[config.mk]
export PLATFORM = sky130hd
export DESIGN_NAME = weight_loader_flat
export DESIGN_NICKNAME = d
export VERILOG_FILES = /design/src/rtl/weight_loader_if.sv /design/src/rtl/weight_loader.sv /design/src/flat_wrapper.sv
export SDC_FILE = /design/constraint.sdc
export NUM_CORES = 1
export LEC_CHECK = 0
export ABC_AREA = 1
export BUFFER_PORTS_ARGS = -buffer_cell sky130_fd_sc_hd__buf_2
export CAP_MARGIN = 20
export CELL_PAD_IN_SITES_DETAIL_PLACEMENT = 2
export CELL_PAD_IN_SITES_GLOBAL_PLACEMENT = 2
export CORE_MARGIN = 8
export CORE_UTILIZATION = 29
export CTS_CLUSTER_DIAMETER = 80
export CTS_CLUSTER_SIZE = 10
export DETAILED_ROUTE_END_ITERATION = 12
export PLACE_DENSITY = 0.81
export SLEW_MARGIN = 20
export SYNTH_ARGS = -nofsm -noshare
export SYNTH_HDL_FRONTEND = slang
export SYNTH_SLANG_ARGS = --single-unit
[constraint.sdc]
create_clock -name clk_i -period 2.7 [get_ports clk_i]
set_clock_uncertainty 0.1 [all_clocks]
set_input_delay 0.405 -clock clk_i [delete_from_list [all_inputs] [get_ports clk_i]]
set_output_delay 0.405 -clock clk_i [all_outputs]
set_load 0.02 [all_outputs]
[src/rtl/weight_loader_if.sv]
// Bus bundle for weight_loader: the load handshake, the weight-memory read port and the
// register-file write port.
//   master : the loader (drives mem_rd_en/mem_addr, rf_clr, w_en/w_1/w_2, busy, done)
//   slave  : the controller/memory/register-file side
// Optional feature macro: WLOAD_STALL_EN adds mem_stall (shared-memory read back-pressure).
interface weight_loader_if #(
    parameter int unsigned WIDTH  = 32,
    parameter int unsigned ADDR_W = 16
);
    logic              start;
    logic [ADDR_W-1:0] base_addr;
    logic              mem_rd_en;
    logic [ADDR_W-1:0] mem_addr;
    logic [WIDTH-1:0]  mem_rdata;
    logic              rf_clr;
    logic              w_en;
    logic [WIDTH-1:0]  w_1;
    logic [WIDTH-1:0]  w_2;
    logic              busy;
    logic              done;
`ifdef WLOAD_STALL_EN
    logic              mem_stall;
`endif

    modport master (
        input  start, base_addr, mem_rdata,
`ifdef WLOAD_STALL_EN
        input  mem_stall,
`endif
        output mem_rd_en, mem_addr, rf_clr, w_en, w_1, w_2, busy, done
    );

    modport slave (
        output start, base_addr, mem_rdata,
`ifdef WLOAD_STALL_EN
        output mem_stall,
`endif
        input  mem_rd_en, mem_addr, rf_clr, w_en, w_1, w_2, busy, done
    );
endinterface

[src/rtl/weight_loader.sv]
// weight_loader: fetches one kernel of N_TAP signed weights from weight memory, highest tap
// first, and streams it two taps per w_en pulse into the downstream weight register file.
// Ports:
//   clk_i  : clock, rising edge
//   rst_i  : synchronous reset, active high
//   bus_io : weight_loader_if.master (start/base_addr in, memory read port, rf_clr,
//            w_en/w_1/w_2 pair output, busy, done)
// Optional feature macro: WLOAD_STALL_EN -- honours mem_stall while issuing reads.
module weight_loader #(
    parameter int unsigned WIDTH  = 32,
    parameter int unsigned N_TAP  = 31,
    parameter int unsigned ADDR_W = 16,
    parameter int unsigned RD_LAT = 1
) (
    input logic             clk_i,
    input logic             rst_i,
    weight_loader_if.master bus_io
);
    localparam int unsigned       CntW   = $clog2(N_TAP + 1);
    localparam logic [CntW-1:0]   NTapC  = CntW'(N_TAP);
    localparam logic [ADDR_W-1:0] TopOff = ADDR_W'(N_TAP - 1);

    typedef enum logic [2:0] {StIdle, StClear, StRead, StDrain, StDone} state_e;

    state_e            state_q;
    logic [ADDR_W-1:0] addr_q;
    logic [CntW-1:0]   iss_q;      // reads issued so far in this load
    logic [CntW-1:0]   ret_q;      // words returned so far (index j of the next return)
    logic [RD_LAT-1:0] vld_q;      // marks cycles on which mem_rdata is valid
    logic [WIDTH-1:0]  pend_q;     // even-j word waiting for its lower partner
    logic [WIDTH-1:0]  w_1_q;
    logic [WIDTH-1:0]  w_2_q;
    logic              rd_q;       // high for the whole READ state
    logic              clr_q;
    logic              w_en_q;
    logic              busy_q;
    logic              done_q;

    logic stall;
    logic rd_fire;
    logic ret_vld;
    logic ret_last;

`ifdef WLOAD_STALL_EN
    assign stall = bus_io.mem_stall;
`else
    assign stall = 1'b0;
`endif

    // rd_q is only set in READ, so gating it here confines the stall to READ.
    assign rd_fire  = rd_q & ~stall;
    assign ret_vld  = vld_q[RD_LAT-1];
    assign ret_last = (ret_q == NTapC - 1'b1);

    always_ff @(posedge clk_i) begin
        if (rst_i) begin
            state_q <= StIdle;
            addr_q  <= '0;
            iss_q   <= '0;
            ret_q   <= '0;
            vld_q   <= '0;
            pend_q  <= '0;
            w_1_q   <= '0;
            w_2_q   <= '0;
            rd_q    <= 1'b0;
            clr_q   <= 1'b0;
            w_en_q  <= 1'b0;
            busy_q  <= 1'b0;
            done_q  <= 1'b0;
        end else begin
            clr_q  <= 1'b0;
            w_en_q <= 1'b0;
            done_q <= 1'b0;

            vld_q[0] <= rd_fire;
            for (int i = 1; i < RD_LAT; i++) begin
                vld_q[i] <= vld_q[i-1];
            end

            // Pair packing runs on returns regardless of state, so it overlaps READ.
            if (ret_vld) begin
                ret_q <= ret_q + 1'b1;
                if (ret_q[0]) begin
                    w_en_q <= 1'b1;
                    w_2_q  <= pend_q;
                    w_1_q  <= bus_io.mem_rdata;
                end else if (ret_last) begin
                    // Odd N_TAP: the final word (tap 0) goes out alone.
                    w_en_q <= 1'b1;
                    w_2_q  <= bus_io.mem_rdata;
                    w_1_q  <= '0;
                end else begin
                    pend_q <= bus_io.mem_rdata;
                end
            end

            unique case (state_q)
                StIdle: begin
                    if (bus_io.start) begin
                        state_q <= StClear;
                        clr_q   <= 1'b1;
                        busy_q  <= 1'b1;
                        addr_q  <= bus_io.base_addr + TopOff;
                        iss_q   <= '0;
                        ret_q   <= '0;
                    end
                end
                StClear: begin
                    state_q <= StRead;
                    rd_q    <= 1'b1;
                end
                StRead: begin
                    if (!stall) begin
                        iss_q <= iss_q + 1'b1;
                        if (iss_q == NTapC - 1'b1) begin
                            rd_q    <= 1'b0;
                            state_q <= StDrain;
                        end else begin
                            addr_q <= addr_q - 1'b1;
                        end
                    end
                end
                StDrain: begin
                    // Once every word is back, the w_en now on the bus is the last one.
                    if (w_en_q && (ret_q == NTapC)) begin
                        state_q <= StDone;
                        done_q  <= 1'b1;
                    end
                end
                StDone: begin
                    state_q <= StIdle;
                    busy_q  <= 1'b0;
                end
                default: state_q <= StIdle;
            endcase
        end
    end

    assign bus_io.mem_rd_en = rd_fire;
    assign bus_io.mem_addr  = addr_q;
    assign bus_io.rf_clr    = clr_q;
    assign bus_io.w_en      = w_en_q;
    assign bus_io.w_1       = w_1_q;
    assign bus_io.w_2       = w_2_q;
    assign bus_io.busy      = busy_q;
    assign bus_io.done      = done_q;
endmodule
[src/flat_wrapper.sv]
// flat-port wrapper written by rule: the top's interface ports become plain ports
module weight_loader_flat 
#(
    parameter int unsigned WIDTH  = 32,
    parameter int unsigned N_TAP  = 31,
    parameter int unsigned ADDR_W = 16,
    parameter int unsigned RD_LAT = 1
)
  (clk_i, rst_i, bus_io_start, bus_io_base_addr, bus_io_mem_rdata, bus_io_mem_rd_en, bus_io_mem_addr, bus_io_rf_clr, bus_io_w_en, bus_io_w_1, bus_io_w_2, bus_io_busy, bus_io_done);
  weight_loader_if #(.WIDTH(WIDTH), .ADDR_W(ADDR_W)) bus_io_i ();
  input logic clk_i;
  input logic rst_i;
  input wire logic [$bits(bus_io_i.start)-1:0] bus_io_start;
  input wire logic [$bits(bus_io_i.base_addr)-1:0] bus_io_base_addr;
  input wire logic [$bits(bus_io_i.mem_rdata)-1:0] bus_io_mem_rdata;
  output wire logic [$bits(bus_io_i.mem_rd_en)-1:0] bus_io_mem_rd_en;
  output wire logic [$bits(bus_io_i.mem_addr)-1:0] bus_io_mem_addr;
  output wire logic [$bits(bus_io_i.rf_clr)-1:0] bus_io_rf_clr;
  output wire logic [$bits(bus_io_i.w_en)-1:0] bus_io_w_en;
  output wire logic [$bits(bus_io_i.w_1)-1:0] bus_io_w_1;
  output wire logic [$bits(bus_io_i.w_2)-1:0] bus_io_w_2;
  output wire logic [$bits(bus_io_i.busy)-1:0] bus_io_busy;
  output wire logic [$bits(bus_io_i.done)-1:0] bus_io_done;
  assign bus_io_i.start = bus_io_start;
  assign bus_io_i.base_addr = bus_io_base_addr;
  assign bus_io_i.mem_rdata = bus_io_mem_rdata;
  assign bus_io_mem_rd_en = bus_io_i.mem_rd_en;
  assign bus_io_mem_addr = bus_io_i.mem_addr;
  assign bus_io_rf_clr = bus_io_i.rf_clr;
  assign bus_io_w_en = bus_io_i.w_en;
  assign bus_io_w_1 = bus_io_i.w_1;
  assign bus_io_w_2 = bus_io_i.w_2;
  assign bus_io_busy = bus_io_i.busy;
  assign bus_io_done = bus_io_i.done;
  weight_loader #(.WIDTH(WIDTH), .N_TAP(N_TAP), .ADDR_W(ADDR_W), .RD_LAT(RD_LAT)) u_core (.clk_i(clk_i), .rst_i(rst_i), .bus_io(bus_io_i));
endmodule
After elaboration in Yosys (flattened, before gate mapping)
Index checks and enable logic that the tools add are counted.
{"block": "totals", "wordCells": 73, "regBits": 131, "romBits": 0, "ram_bits": 0, "out_inout_bits": 85, "latch_bits": 0, "memories": 0}
{"block": "classes", "reduce_logical": 16, "mul": 0, "n_bitwise": 5, "order_cmp": 0, "eq_ne": 11, "n_shift": 0, "n_addsub": 4, "muxes": 24, "div": 0}
{"op": "$mux W32", "n": 4}
{"op": "$mux W16", "n": 2}
{"op": "$pmux W16 S2", "n": 1}
{"op": "$mux W5", "n": 4}
{"op": "$add A16 B5 Y16 const B", "n": 1}
{"op": "$sub A16 B1 Y16 const B", "n": 1}
{"op": "$eq A5 B5 Y1 const B", "n": 3}
{"op": "$pmux W3 S4", "n": 1}
{"op": "$add A5 B1 Y5 const B", "n": 2}
{"op": "$pmux W5 S2", "n": 1}
{"op": "$mux W3", "n": 3}
{"op": "$reduce_and A3 Y1", "n": 3}
{"op": "$reduce_and A2 Y1", "n": 4}
{"op": "$reduce_bool A2 Y1", "n": 4}
{"op": "$eq A3 B2 Y1 const B", "n": 2}
{"op": "$mux W1", "n": 6}
{"op": "$reduce_or A2 Y1", "n": 3}
{"op": "$not A1 Y1", "n": 5}
{"op": "$ne A2 B1 Y1 const B", "n": 2}
{"op": "$ne A2 B2 Y1 const B", "n": 2}
{"op": "$pmux W1 S2", "n": 2}
{"op": "$eq A3 B1 Y1 const B", "n": 1}
{"op": "$eq A3 B3 Y1 const B", "n": 1}
{"op": "$logic_not A3 Y1", "n": 1}
{"op": "$logic_and A1 B1 Y1", "n": 1}

Longest topological paths before layout
Gate-level depths: netlist of the first run.
{"block": "depth", "depth_word": 4, "depth_mapped": 11, "depth_no_buf": 11}

Worst setup path after synthesis of the first run
Ideal clock, no wire load.
{"block": "synth_timing", "path_type": "register to register", "from": "register u_core.ret_q[0]", "to": "register u_core.w_1_q[14] (netlist: u_core.bus_io.w_1[14])", "required_time_ps": 2468, "t_arrival_ps": 1736, "synth_period_minus_slack_ps": 1968, "path_stages_with_launch": 12, "path_buffers": 4, "path_slack_ps": 732, "path_cell_list": "dfxtp_1 buf_2 inv_2 clkbuf_1 ha_1 nand4_1 a21oi_1 buf_2 inv_2 buf_2 nand2_1 a21oi_1"}
{"block": "synth_via", "elab_chain_cells": 3}
{"element": "start, declared", "line_no": "weight_loader.sv:28", "rtl": "logic [CntW-1:0] ret_q;"}
{"element": "start signal, assigned", "line_no": "weight_loader.sv:82", "rtl": "ret_q <= ret_q + 1'b1;"}
{"element": "$eq A5 B5 Y1", "line_no": "weight_loader.sv:53", "rtl": "assign ret_last = (ret_q == NTapC - 1'b1);"}
{"element": "$reduce_bool A2 Y1 (no source line)"}
{"element": "$reduce_and A2 Y1 (no source line)"}
{"element": "end signal, assigned", "line_no": "weight_loader.sv:86", "rtl": "w_1_q <= bus_io.mem_rdata;"}
{"element": "end, declared", "line_no": "weight_loader.sv:31", "rtl": "logic [WIDTH-1:0] w_1_q;"}
Parallel ways exist; a longest one is shown, timed or not.
A chain may end at the register's enable or synchronous reset.

Worst setup path after layout of the first run
{"block": "layout_timing", "from": "register u_core.ret_q[0]", "to": "register u_core.w_2_q[4] (netlist: u_core.bus_io.w_2[4])"}
{"block": "layout_via", "elab_chain_cells": 3}
{"element": "$eq A5 B5 Y1", "line_no": "weight_loader.sv:53"}
{"element": "$reduce_bool A2 Y1 (no source line)"}
{"element": "$reduce_and A2 Y1 (no source line)"}
{"element": "end signal, assigned", "line_no": "weight_loader.sv:85", "rtl": "w_2_q <= pend_q;"}
{"element": "end signal, assigned", "line_no": "weight_loader.sv:90", "rtl": "w_2_q <= bus_io.mem_rdata;"}
{"element": "end, declared", "line_no": "weight_loader.sv:32", "rtl": "logic [WIDTH-1:0] w_2_q;"}
Parallel ways exist; a longest one is shown, timed or not.

==> results.py, run 1 <==
metrics = {
    "power": {
        "leakage_nw": 3.25,
        "peakVddDrop_mv": 0.428,
        "p_per_area_mw_per_mm2": 874,
        "power_mw": 6.42,
    },
    "layout": {
        "fin_cells": 1217,
        "drive_gt1_share_pct": 20.8,
        "n_antenna_cell": 0,
        "area_growth_pct": 26.5,
        "fin_nets": 997,
        "final_cell_mix": "nand2_1, buf_2, dfxtp_1",
        "final_cell_area_mm2": 0.00734,
        "final_common_cell": "nand2_1",
        "fillers": 2378,
    },
    "clocking": {
        "cts_resized": 0,
        "cts_tree": "done",
        "cts_buffers": 17,
        "clock-root-buffer": "clkbuf_16",
        "insertion_delay_ns": 0.42,
        "post_cts_buffers": 0,
        "h-tree-depth": 4,
        "path_clk_slew_ns": 0.06,
        "clkSinkCount": 131,
        "cts-hold-fix-buffers": 0,
        "clockBufferDepth": 2,
    },
    "sta": {
        "hold_viol": 0,
        "tightest_slew_ns": 0.704,
        "rsz0062_at_grt": "false",
        "slew_headroom_pct": 53.0,
        "layout_min_cycle_time_ns": 2.10,
        "period_share_pct": 77.6,
        "drv_slew": 0,
        "tns_ns": 0,
        "clock.fmax_mhz": 477,
        "finalSetupViolCount": 0,
    },
    "critical_path": {
        "arrival_ns": 2.34,
        "end_kind": "flip-flop",
        "crit_start": "u_core.ret_q[0]",
        "worstReg2RegStart": "u_core.ret_q[0]",
        "endpoint": "u_core.bus_io.w_2[4]",
        "critPathKind": "flip-flop to flip-flop",
        "r2r_cells": 7,
        "crit_fanout": 40,
        "start_kind": "flip-flop",
        "r2r_setup_slack_ns": 0.60,
        "worstPathRequired_ns": 2.94,
        "timing.rr.end": "u_core.bus_io.w_2[4]",
    },
    "synth": {
        "synth_compound_area_share_pct": 20.0,
        "synth-adder-area-share_pct": 1.51,
        "synth_seq_cells": 131,
        "syn_avg_cell_area_um2": 7.07,
        "synth_seq_area_share_pct": 45.2,
        "syn_area_mm2": 0.00580,
        "synth_top_family_by_area": "simple AND/OR/NAND/NOR gates",
        "synth_top_area_cell": "dfxtp_1",
        "muxShareOfSynthArea_pct": 0,
        "ys_warn_count": 0,
        "ys_top_cells_by_area": "dfxtp_1, nand2_1, o21ai_0",
        "yosys.area_share.simple_pct": 23.0,
        "syn_nets": 879,
        "syn_inst": 821,
        "synth.top_cell.area_share_pct": 45.2,
        "synth_cell_types": 32,
        "synth-xor-area-share_pct": 0.754,
    },
    "global_routing": {
        "grt_pass1_wl_um": 33800,
        "antenna_found_initial": 0,
        "grt_pass1_vias": 6589,
        "grt_overflow": 0,
        "grt_max_degree": 47,
        "track_usage_pct": 17.1,
    },
    "hold_path": {
        "min_path_cells": 3,
        "hp-start": "bus_io_mem_rdata[16]",
        "holdCritPathClass": "input pin to flip-flop",
    },
    "detailed_routing": {
        "vias": 5897,
        "via_per_inst": 4.85,
        "drt_pre_antenna_iters": 4,
        "drc": 0,
        "post_drt_wl_per_cell_um": 17.1,
        "detail-route-antenna-nets": 0,
        "wl_um": 20800,
        "drt_iter0_drc": 134,
    },
    "place": {
        "hpwl_um": 14900,
        "dp_cells": 1185,
        "gp_congestion": 0.783,
        "portBuffers": 135,
        "place_area_mm2": 0.00669,
    },
    "die": {
        "die-area_mm2": 0.0248,
        "boundaryPins": 136,
        "core_area_mm2": 0.0195,
        "start_util_pct": 29.7,
        "dieWidth_um": 157,
        "die_h_um": 157,
        "rows": 51,
    },
    "job": {
        "max-cap-violations": 0,
    },
    "outcome": {
        "status": "finished, final reports clean",
    },
}
cell families (layout without fill, tap and decap cells):
kind of cell | count (synthesis) | after routing
and+or+nand+nor | 326 | 326
AOI/OAI and AO/OA | 218 | 218
buffers and inverters | 134 | 265
DFF | 131 | 131
adders and majority gates | 7 | 7
xor gates and xnor gates | 5 | 5
area by class of cell:
class / count / area (um^2) / share of cell area, %
clock inverters: 11 / 173 / 2.35
well taps: 265 / 332 / 4.52
inverters: 85 / 319 / 4.34
flip-flops and latches: 131 / 2620 / 35.7
multi-input cells: 556 / 2640 / 36.0
repair buffers: 148 / 773 / 10.5
clock buffers: 21 / 480 / 6.54
where the power goes:
| group | total (mW) | internal [mW] | switching (mW) |
|---|---|---|---|
| registers | 2.30 | 2.13 | 0.171 |
| logic | 1.58 | 0.478 | 1.10 |
| clock network | 2.54 | 1.65 | 0.890 |
layer usage:
metal / global-route usage [%] / vias up / routed length [um]
met5: 0 / - / 0
met4: 4.62 / 0 / 259
met3: 4.00 / 17 / 886
met2: 30.3 / 102 / 10000
met1: 20.4 / 2861 / 9580
li1: - / 2917 / -
flip-flops by register name (all words and copies together), names as in the netlist:
register and flops:
u_core.bus_io.rf_clr 1, u_core.state_q 3, u_core.ret_q 5, u_core.iss_q 5
u_core.bus_io.mem_addr 16, u_core.bus_io.w_1 32, u_core.ret_vld 1, u_core.bus_io.busy 1
u_core.bus_io.w_en 1, u_core.bus_io.w_2 32, u_core.bus_io.done 1, u_core.pend_q 32
u_core.bus_io.mem_rd_en 1
metrics by stage:
stage / util, % / hold WS [ns] / worst slack, ns
final: 37.6 / 0.161 / 0.604
after global routing: 37.6 / 0.159 / 0.419
after CTS: 37.6 / 0.144 / 0.583
after detailed placement: 34.3 / 0.338 / 0.646
after global placement: 34.3 / 0.325 / 0.699
after floorplan: - / 0.324 / 0.732
how the worst min path moves through the flow:
stage / slack, ns / endpoint
after floorplan: 0.32 / u_core.pend_q[10]
after global placement: 0.32 / u_core.ret_vld
after detailed placement: 0.34 / u_core.pend_q[27]
after CTS: 0.14 / u_core.bus_io.w_1[16]
after global routing: 0.16 / u_core.bus_io.w_1[16]
final: 0.16 / u_core.bus_io.w_1[16]
cells in the mapped netlist:
| master | number |
|---|---|
| a211oi_1 | 1 |
| a211oi_2 | 1 |
| a21oi_1 | 84 |
| a21oi_2 | 3 |
| a221oi_1 | 1 |
| a31oi_1 | 35 |
| and3_1 | 1 |
| buf_1 | 1 |
| buf_2 | 16 |
| buf_4 | 4 |
| buf_6 | 2 |
| clkbuf_1 | 25 |
| clkbuf_2 | 1 |
| clkinv_1 | 1 |
| dfxtp_1 | 131 |
| ha_1 | 7 |
| inv_1 | 79 |
| inv_2 | 5 |
| nand2_1 | 216 |
| nand3_1 | 39 |
| nand3b_1 | 2 |
| nand4_1 | 5 |
| nor2_1 | 51 |
| nor2_2 | 3 |
| nor2_4 | 3 |
| nor3_1 | 6 |
| o211ai_1 | 1 |
| o21ai_0 | 88 |
| o21ai_1 | 3 |
| o22ai_1 | 1 |
| xnor2_1 | 1 |
| xor2_1 | 4 |
worst max-delay path, cell delays in order, from the launching register on:
cell and delay [ns]:
dfxtp_1 0.31, inv_2 0.27, ha_1 0.21, nand4_1 0.17, a21oi_4 0.21, buf_4 0.37
o21ai_0 0.17, a31oi_1 0.19
(Power assumes the default switching activity.)
==> inputs of run 2 (changes only) <==
Settings changed: CORE_UTILIZATION 29 to 26, PLACE_DENSITY 0.81 to 0.77.
Clock period 2.7 ns to 1.8 ns, I/O delays scaled along.
==> results.py, run 2 (synthesis gave the netlist of run 1 again) <==
metrics = {
    "outcome": {
        "status": "complete, but fails checks",
        "failed_checks": "setup timing",
    },
    "power": {
        "p_per_area_mw_per_mm2": 1240,
        "leakage_nw": 3.47,
        "p_switching_mw": 3.40,
        "p_sw_share_pct": 35.2,
        "power_mw": 9.64,
        "power_frac_clock_pct": 36.2,
        "p_comb_share_pct": 28.1,
        "pwr-share-seq_pct": 35.7,
        "peakVddDrop_mv": 0.572,
        "internal_power_mw": 6.25,
    },
    "critical_path": {
        "max_stage_delay_ns": 0.35,
        "start_kind": "flip-flop",
        "cp_slowest_cell": "dfxtp_4",
        "cp_top_family": "buffers and inverters",
        "worstPathRequired_ns": 2.02,
        "timing.rr.end": "u_core.pend_q[20]",
        "r2r_setup_slack_ns": -0.02,
        "arrival_ns": 2.04,
        "crit_fanout": 26,
        "r2r_cells": 8,
        "critPathBufInv": 3,
        "worstReg2RegStart": "u_core.ret_q[0]",
        "critPathKind": "flip-flop to flip-flop",
        "end_kind": "flip-flop",
        "cp_cell_sequence": "inv_4 -> ha_4 -> nand4_1 -> buf_4 -> nand3_2 -> buf_6 -> o21ai_0 -> a21oi_1",
    },
    "sta": {
        "tightest_slew_ns": 0.323,
        "clock.fmax_mhz": 549,
        "timing.final.ws_setup_ns": -0.0230,
        "finalSetupViolCount": 2,
        "slew_headroom_pct": 78.3,
        "period_share_pct": 101,
        "hold_viol": 0,
        "layout_min_cycle_time_ns": 1.82,
        "drv_slew": 0,
        "tns_ns": -0.0364,
    },
    "detailed_routing": {
        "detail-route-antenna-nets": 0,
        "drc": 0,
        "vias": 6247,
        "drt_iter0_drc": 203,
        "wl_um": 23600,
        "via_per_inst": 4.93,
        "post_drt_wl_per_cell_um": 18.7,
        "drt_pre_antenna_iters": 4,
    },
    "place": {
        "hpwl_um": 15600,
        "dp_cells": 1222,
        "gp_congestion": 0.752,
        "place_area_mm2": 0.00694,
        "portBuffers": 135,
        "dp_worst_setup_slack_ns": -0.00300,
    },
    "layout": {
        "fin_nets": 1031,
        "area_growth_pct": 33.9,
        "n_antenna_cell": 0,
        "fillers": 2617,
        "seq_area_mm2": 0.00263,
        "fin_cells": 1266,
        "final_common_cell": "nand2_1",
        "final_cell_mix": "nand2_1, buf_2, dfxtp_1",
        "drive_gt1_share_pct": 24.1,
        "multi_input_area_mm2": 0.00268,
        "final_cell_area_mm2": 0.00777,
    },
    "die": {
        "core_area_mm2": 0.0219,
        "dieWidth_um": 165,
        "rows": 54,
        "start_util_pct": 26.5,
        "boundaryPins": 136,
        "die_h_um": 165,
        "die-area_mm2": 0.0274,
    },
    "clocking": {
        "clkSinkCount": 131,
        "clock-root-buffer": "clkbuf_16",
        "cts_tree": "done",
        "clockBufferDepth": 2,
        "cts_buffers": 17,
        "insertion_delay_ns": 0.42,
        "h-tree-depth": 4,
        "cts-hold-fix-buffers": 0,
        "path_clk_slew_ns": 0.06,
    },
    "global_routing": {
        "grt_pass1_vias": 6628,
        "grt_max_degree": 39,
        "grt_pass1_wl_um": 34800,
        "grt_overflow": 0,
        "track_usage_pct": 16.2,
        "antenna_found_initial": 0,
    },
    "job": {
        "max-cap-violations": 0,
    },
    "hold_path": {
        "min_path_cells": 3,
        "hp-start": "bus_io_mem_rdata[21]",
        "holdCritPathClass": "input pin to flip-flop",
        "min_to": "u_core.bus_io.w_1[21]",
    },
}
run 2: cell count changes in the layout (fill, tap and decap cells not counted), sizes merged:
cell,change
bufinv,-2
clkinv,+3
inv,+1
clkinvlp,-2
buf,+31
clkbuf,+3
run 2: stage by stage:
step,util [%],hold WS [ns]
2_1_floorplan,-,0.319
3_3_place_gp,31.7,0.331
3_5_place_dp,31.7,0.339
4_1_cts,34.4,0.0193
5_1_grt,35.5,0.0336
6_report,35.5,0.0316
run 2: final cells by class:
| class | instances | share of cell area, % |
|---|---|---|
| flip-flops and latches | 131 | 33.8 |
| repair buffers | 182 | 15.5 |
| clock inverters | 11 | 1.61 |
| clock buffers | 21 | 5.93 |
| inverters | 85 | 4.17 |
| multi-input cells | 556 | 34.5 |
| well taps | 280 | 4.51 |
run 2: routing by layer:
layer	vias up	GRT usage [%]	share of wire (%)	routed length, um
li1	2997	-	-	-
met1	3089	18.9	42	10000
met2	139	28.8	51	12100
met3	22	3.89	5.4	1280
met4	0	4.50	1.2	280
met5	-	0	0	0
run 2: power groups by stage:
stage / logic, mW / clock network (mW) / registers, mW
detailed placement: 2.62 / 0 / 3.49
global route: 3.07 / 3.70 / 3.47
CTS: 2.67 / 3.57 / 3.43
global placement: 2.53 / 0 / 3.47
floorplan: 1.50 / 0 / 3.62
finish: 2.71 / 3.49 / 3.44
run 2: worst max-delay path by stage:
stage                             to  slack [ns]             from  cells past startpoint
2_1_floorplan  u_core.bus_io.w_1[14]       0.004  u_core.ret_q[0]                     11
3_3_place_gp       u_core.pend_q[13]        0.13  u_core.ret_q[0]                      6
3_5_place_dp   u_core.bus_io.w_2[18]      -0.003  u_core.ret_q[1]                      6
4_1_cts        u_core.bus_io.w_2[18]       -0.01  u_core.ret_q[0]                      7
5_1_grt             u_core.pend_q[2]       -0.06  u_core.ret_q[0]                      8
6_report           u_core.pend_q[20]       -0.02  u_core.ret_q[0]                      8
run 2: what timing repair did:
item,CTS,global route
cloned,0,4
pin swaps,1,2
setup buffers,0,8
endpoints found under the setup margin,13,61
resized for setup,5,25
run 2: worst reg2reg max path, delay by kind of cell (launching register included):
kind	cells	cell delay [ns]
buffers and inverters	3	0.51
AO/OA/AOI/OAI	2	0.34
flip-flops	1	0.35
adder cells (fa/ha/maj)	1	0.12
AND/OR/NAND/NOR	2	0.30
